**config.mk**
```make
export PLATFORM = sky130hd
export DESIGN_NAME = rr_arb2_2bit
export DESIGN_NICKNAME = d
export VERILOG_FILES = /design/src/rtl/rr_arb2_2bit_pkg.sv /design/src/rtl/fifo_sync_2entry.sv /design/src/rtl/rr_arb2_2bit.sv
export VERILOG_INCLUDE_DIRS = /design/src /design/src/rtl
export SDC_FILE = /design/constraint.sdc
export NUM_CORES = 1
export LEC_CHECK = 0
export CORE_AREA = 2 2 69 71
export CTS_BUF_LIST = sky130_fd_sc_hd__clkbuf_8
export CTS_CLUSTER_DIAMETER = 200
export DETAILED_ROUTE_END_ITERATION = 8
export DIE_AREA = 0 0 71 73
export GPL_TIMING_DRIVEN = 0
export PLACE_DENSITY = 0.54
export SLEW_MARGIN = 20
export SYNTH_ARGS = -nofsm -noshare
export SYNTH_HDL_FRONTEND = slang
export SYNTH_HIERARCHICAL = 1
export SYNTH_SLANG_ARGS = --single-unit
```
**constraint.sdc**
```tcl
create_clock -name clk -period 3.15 [get_ports clk]
set_input_delay 0.4725 -clock clk [delete_from_list [all_inputs] [get_ports clk]]
set_output_delay 0.4725 -clock clk [all_outputs]
set_load 0.05 [all_outputs]
```
**src/rtl/rr_arb_defs.vh**
```
// rr_arb_defs: shared widths and source-tag encodings for the round-robin arbiter slice
`ifndef RR_ARB_DEFS_VH
`define RR_ARB_DEFS_VH
`define RR_DATA_W 2
`define RR_SRC_IN1 1'b0
`define RR_SRC_IN2 1'b1
`define RR_CNT_W 8
`endif

```
**src/rtl/rr_arb2_2bit_pkg.sv**
```systemverilog
// rr_arb2_2bit_pkg: default widths and the source-tag type for the round-robin arbiter
`include "rr_arb_defs.vh"
package rr_arb2_2bit_pkg;
    localparam int DEF_DATA_W     = `RR_DATA_W;
    localparam int DEF_CNT_W      = `RR_CNT_W;
    localparam int DEF_FIFO_DEPTH = 2;
    typedef enum logic {
        SRC_IN1 = `RR_SRC_IN1,
        SRC_IN2 = `RR_SRC_IN2
    } src_e;
endpackage

```
**src/rtl/fifo_sync_2entry.sv**
```systemverilog
// fifo_sync_2entry: two-entry FIFO with registered storage and a combinational head
module fifo_sync_2entry #(
    parameter int W     = 3,
    parameter int DEPTH = 2
) (
    input  logic         clk,
    input  logic         reset,
    input  logic         push,
    input  logic         pop,
    input  logic [W-1:0] din,
    output logic [W-1:0] head,
    output logic         full,
    output logic         empty
);
    logic [W-1:0] mem_q [2];
    logic [W-1:0] mem_d [2];
    logic         wr_q, wr_d, rd_q, rd_d;
    logic [1:0]   cnt_q, cnt_d;
    logic         do_push, do_pop;
    assign full    = cnt_q == 2'(DEPTH);
    assign empty   = cnt_q == 2'd0;
    assign head    = mem_q[rd_q];
    assign do_push = push && !full;
    assign do_pop  = pop && !empty;
    always_comb begin
        mem_d       = mem_q;
        mem_d[wr_q] = do_push ? din : mem_q[wr_q];
        wr_d        = do_push ? !wr_q : wr_q;
        rd_d        = do_pop ? !rd_q : rd_q;
        cnt_d       = cnt_q + {1'b0, do_push} - {1'b0, do_pop};
    end
    always_ff @(posedge clk or posedge reset) begin
        if (reset) begin
            mem_q[0] <= '0;
            mem_q[1] <= '0;
            wr_q     <= 1'b0;
            rd_q     <= 1'b0;
            cnt_q    <= 2'd0;
        end else begin
            mem_q <= mem_d;
            wr_q  <= wr_d;
            rd_q  <= rd_d;
            cnt_q <= cnt_d;
        end
    end
endmodule

```
**src/rtl/rr_arb2_2bit.sv**
```systemverilog
// rr_arb2_2bit: two-source round-robin arbiter feeding a 2-entry tagged output FIFO,
// with per-source saturating grant counters for debug.
module rr_arb2_2bit
    import rr_arb2_2bit_pkg::*;
#(
    parameter int DATA_W     = DEF_DATA_W,
    parameter int FIFO_DEPTH = DEF_FIFO_DEPTH,
    parameter int CNT_W      = DEF_CNT_W
) (
    input  logic              clk,
    input  logic              reset,
    input  logic              in1_valid,
    input  logic [DATA_W-1:0] in1_data,
    output logic              in1_ready,
    input  logic              in2_valid,
    input  logic [DATA_W-1:0] in2_data,
    output logic              in2_ready,
    output logic              out_valid,
    output logic [DATA_W-1:0] out_data,
    output logic              out_src,
    input  logic              out_ready,
    input  logic              clr_cnt,
    output logic [CNT_W-1:0]  grant_cnt1,
    output logic [CNT_W-1:0]  grant_cnt2
);
    src_e             ptr_q, ptr_d;
    logic [CNT_W-1:0] cnt1_q, cnt1_d, cnt2_q, cnt2_d;
    logic             win2, full, empty, acc1, acc2;
    logic [DATA_W:0]  din, head;
    // in1 is the default winner; in2 wins only when it alone is valid or holds priority
    assign win2      = in2_valid && (!in1_valid || ptr_q == SRC_IN2);
    assign in1_ready = !full && !win2;
    assign in2_ready = !full && win2;
    assign acc1      = in1_valid && in1_ready;
    assign acc2      = in2_valid && in2_ready;
    assign din       = {win2, win2 ? in2_data : in1_data};
    assign out_valid = !empty;
    assign out_src   = head[DATA_W];
    assign out_data  = head[DATA_W-1:0];
    assign grant_cnt1 = cnt1_q;
    assign grant_cnt2 = cnt2_q;
    always_comb begin
        ptr_d  = acc1 ? SRC_IN2 : acc2 ? SRC_IN1 : ptr_q;
        cnt1_d = clr_cnt ? '0 : (acc1 && !(&cnt1_q)) ? cnt1_q + 1'b1 : cnt1_q;
        cnt2_d = clr_cnt ? '0 : (acc2 && !(&cnt2_q)) ? cnt2_q + 1'b1 : cnt2_q;
    end
    always_ff @(posedge clk or posedge reset) begin
        if (reset) begin
            ptr_q  <= SRC_IN1;
            cnt1_q <= '0;
            cnt2_q <= '0;
        end else begin
            ptr_q  <= ptr_d;
            cnt1_q <= cnt1_d;
            cnt2_q <= cnt2_d;
        end
    end
    fifo_sync_2entry #(.W(DATA_W + 1), .DEPTH(FIFO_DEPTH)) u_fifo (
        .clk   (clk),
        .reset (reset),
        .push  (acc1 || acc2),
        .pop   (out_valid && out_ready),
        .din   (din),
        .head  (head),
        .full  (full),
        .empty (empty)
    );
endmodule

```
==> impl_metrics.csv <==
group,metric,value,unit
sta,setup_slack,0.4251,ns
worst_setup_path,critPathArrivalTime,2.25,ns
clock_network,holdBufCountCts,0,
logic_synthesis,syn_nets,156,
clock_network,clk_latency,0.27,ns
clock_network,clk_pin_slew,0.09,ns
global_route,grt_pass1_wl,5195,um
finish,final_cell_area,0.001894,mm^2
logic_synthesis,synth-simple-area-share,0.2154,
floorplanning,rows,25,
logic_synthesis,synth_top_family_by_area,"simple AND/OR/NAND/NOR gates",
worst_hold_path,hp-class,"primary input to asynchronous set/reset pin",
placement,dp_cells,226,
clock_network,cts-resized-gates,0,
finish,regArea,675.6,um^2
power,p_leak,0.7816,nW
clock_network,cts_tree,"built",
sta,fin_skew,0.003845,ns
placement,dp_slack,0.3948,ns
sta,rsz0062_at_grt,"false",
sta,setup_violations,0,
floorplanning,die_h,73,um
finish,final_cell_mix,"clkdlybuf4s50_1 (30), dfrtp_1 (27), a21oi_1 (11), nand2_1 (10), inv_1 (9)",
route,routedWlPerCell,12.83,um
placement,place_hpwl,2268,um
logic_synthesis,synth_adder_area_share,0.03378,
sta,final.setup.tns,0,ns
floorplanning,core_area,0.004536,mm^2
finish,area_growth,27.87,%
clock_network,htreeDepth,1,
clock_network,cts_setup_buffers,0,
placement,io_buffers,30,
clock_network,cts_num_sinks,27,
sta,whs,0.4976,ns
route,wl,2950,um
power,ir_drop,483.7,uV
logic_synthesis,synth_mux_area_frac,0.1132,
logic_synthesis,yosys_warnings,6,
logic_synthesis,synth_area,0.001481,mm^2
sta,fin_crit_sh,0.8650,
logic_synthesis,synth_seq_cells,27,
worst_setup_path,critPathLaunch,"in1_valid",
route,drc,0,
global_route,antenna_found_initial,0,
sta,finalHoldViolCount,0,
clock_network,cts_buffers,3,
global_route,grt_usage,0.1243,
logic_synthesis,synth_area_per_cell,10.43,um^2
logic_synthesis,synth_compound_area_frac,0.09882,
worst_setup_path,path_max_fanout,3,
worst_setup_path,crit_end,"in1_ready",
logic_synthesis,synth-xor-area-share,0.02956,
worst_setup_path,r2r_cells,12,
global_route,grt_pass1_vias,1133,
logic_synthesis,synthCells,142,
clock_network,cts_buffer_depth,2,
route,via_per_inst,5.000,
worst_setup_path,end_kind,"output pin",
finish,diodes,0,
finish,multiInputGateArea,726.9,um^2
global_route,grt_overflow_total,0,
power,p_per_area,768.8,mW/mm^2
finish,num-nets-final,191,
route,dr.pass1.iters,4,
placement,globalplace.congestion,0.7347,
global_route,grt_max_degree,18,
worst_setup_path,crit_type,"primary input to output pin",
sta,period_minus_slack,2.725,ns
logic_synthesis,yosysSeqAreaShare,0.4561,
sta,tightest_slew,0.6756,ns
worst_setup_path,cp.required,2.68,ns
sta,max_freq,367.0,MHz
floorplanning,initial_core_util,0.3266,
logic_synthesis,synth_cell_types,38,
finish,drive_gt1_frac,0.1193,
flow_run,drv_cap,0,
clock_network,root_buffer,"clkbuf_8",
finish,fillers,446,
route,via_count,1150,
floorplanning,io-pin-count,32,
floorplanning,die_x,71,um
floorplanning,die_area,0.005183,mm^2
route,ant_nets,0,
placement,dpl_cell_area,0.001849,mm^2
finish,final_common_cell,"clkdlybuf4s50_1",
outcome,status,"finished clean",
power,finalPower,1.456,mW
worst_setup_path,timing.rr.end,"u_fifo/cnt_q[1]",
finish,final_util,0.4177,
worst_setup_path,crit_path_start_kind,"primary input",
sta,relSlewSlack,0.5491,
sta,finalMaxSlewViolations,0,
worst_setup_path,r2r-start,"u_fifo/cnt_q[1]",
finish,fin_cells,230,
route,dr.first_iter.drc_count,52,
worst_setup_path,rrSetupSlack,1.01,ns
where the power goes:
group	switching (mW)	internal, mW	total (mW)
logic	0.428	0.337	0.765
registers	0.0673	0.436	0.503
clock network	0.101	0.0872	0.188
worst min-delay path by stage:
stage                          startpoint         endpoint  slack (ns)
after floorplan                     reset  u_fifo/cnt_q[0]        0.31
after global placement    u_fifo/mem_q[3]  u_fifo/mem_q[3]        0.47
after detailed placement  u_fifo/mem_q[3]  u_fifo/mem_q[3]        0.49
after CTS                           reset      u_fifo/rd_q        0.51
after global routing                reset      u_fifo/wr_q        0.53
final                               reset      u_fifo/rd_q        0.50
layout make-up:
class                           count  area share
Timing Repair Buffer               30      0.1585
Clock buffer                        3     0.02180
Buffer                              5     0.02180
Multi-Input combinational cell    100      0.3838
Tap cell                           54     0.03567
Inverter                           10     0.01982
Sequential cell                    27      0.3567
Clock inverter                      1    0.001982
synthesized netlist by cell type, drive strengths merged:
master  count  area (um^2)
dfrtp      27        675.7
mux2       13        157.6
a21oi      11        55.05
nand2      10        37.54
inv         9        33.78
nand3       7        35.03
nor2        7        26.28
o21ai       5        25.02
o31ai       5        37.54
or3         5        31.28
or4         5        37.54
buf         4        37.53
ha          4        50.05
nand2b      4        35.03
nor2b       4        25.02
nand4       3        18.77
xnor2       3        26.28
nor4        2        12.51
xor2        2        17.52
a211oi      1        7.510
and2b       1        8.760
and3        1        11.26
and4        1        8.760
clkbuf      1        3.750
clkinv      1        3.750
mux2i       1        10.01
nand3b      1        7.510
nor3        1        5.000
nor3b       1        18.77
o211ai      1        12.51
o41ai       1        8.760
state kept, by name (all words and copies together) (netlist names):
| name | count |
|---|---|
| grant_cnt1 | 8 |
| grant_cnt2 | 8 |
| u_fifo/mem_q | 6 |
| u_fifo/cnt_q | 2 |
| ptr_q | 1 |
| u_fifo/rd_q | 1 |
| u_fifo/wr_q | 1 |
critical path: stages:
cell and delay (ns):
clkdlybuf4s50_1 0.49, nand2b_1 0.11, nand2_1 0.16, inv_1 0.09, nor2_1 0.11, clkdlybuf4s50_1 0.81
cells by family (layout without fill, tap and decap cells):
group / count (synthesis) / in the layout
AOI/OAI and AO/OA: 24 / 24
xor gates and xnor gates: 5 / 5
adders and majority gates: 4 / 4
buffers and inverters: 15 / 49
DFF: 27 / 27
muxes: 14 / 14
and+or+nand+nor: 53 / 53
per-layer routing:
layer  routed length, um  vias to the layer above  track usage
met1                1406                      549       0.1664
met2                1428                       22       0.2139
met3                  99                        2      0.01657
met5                   0                        -            0
li1                    -                      577            -
met4                  15                        0      0.03145
Note: power is estimated with default switching activity, not from simulation.
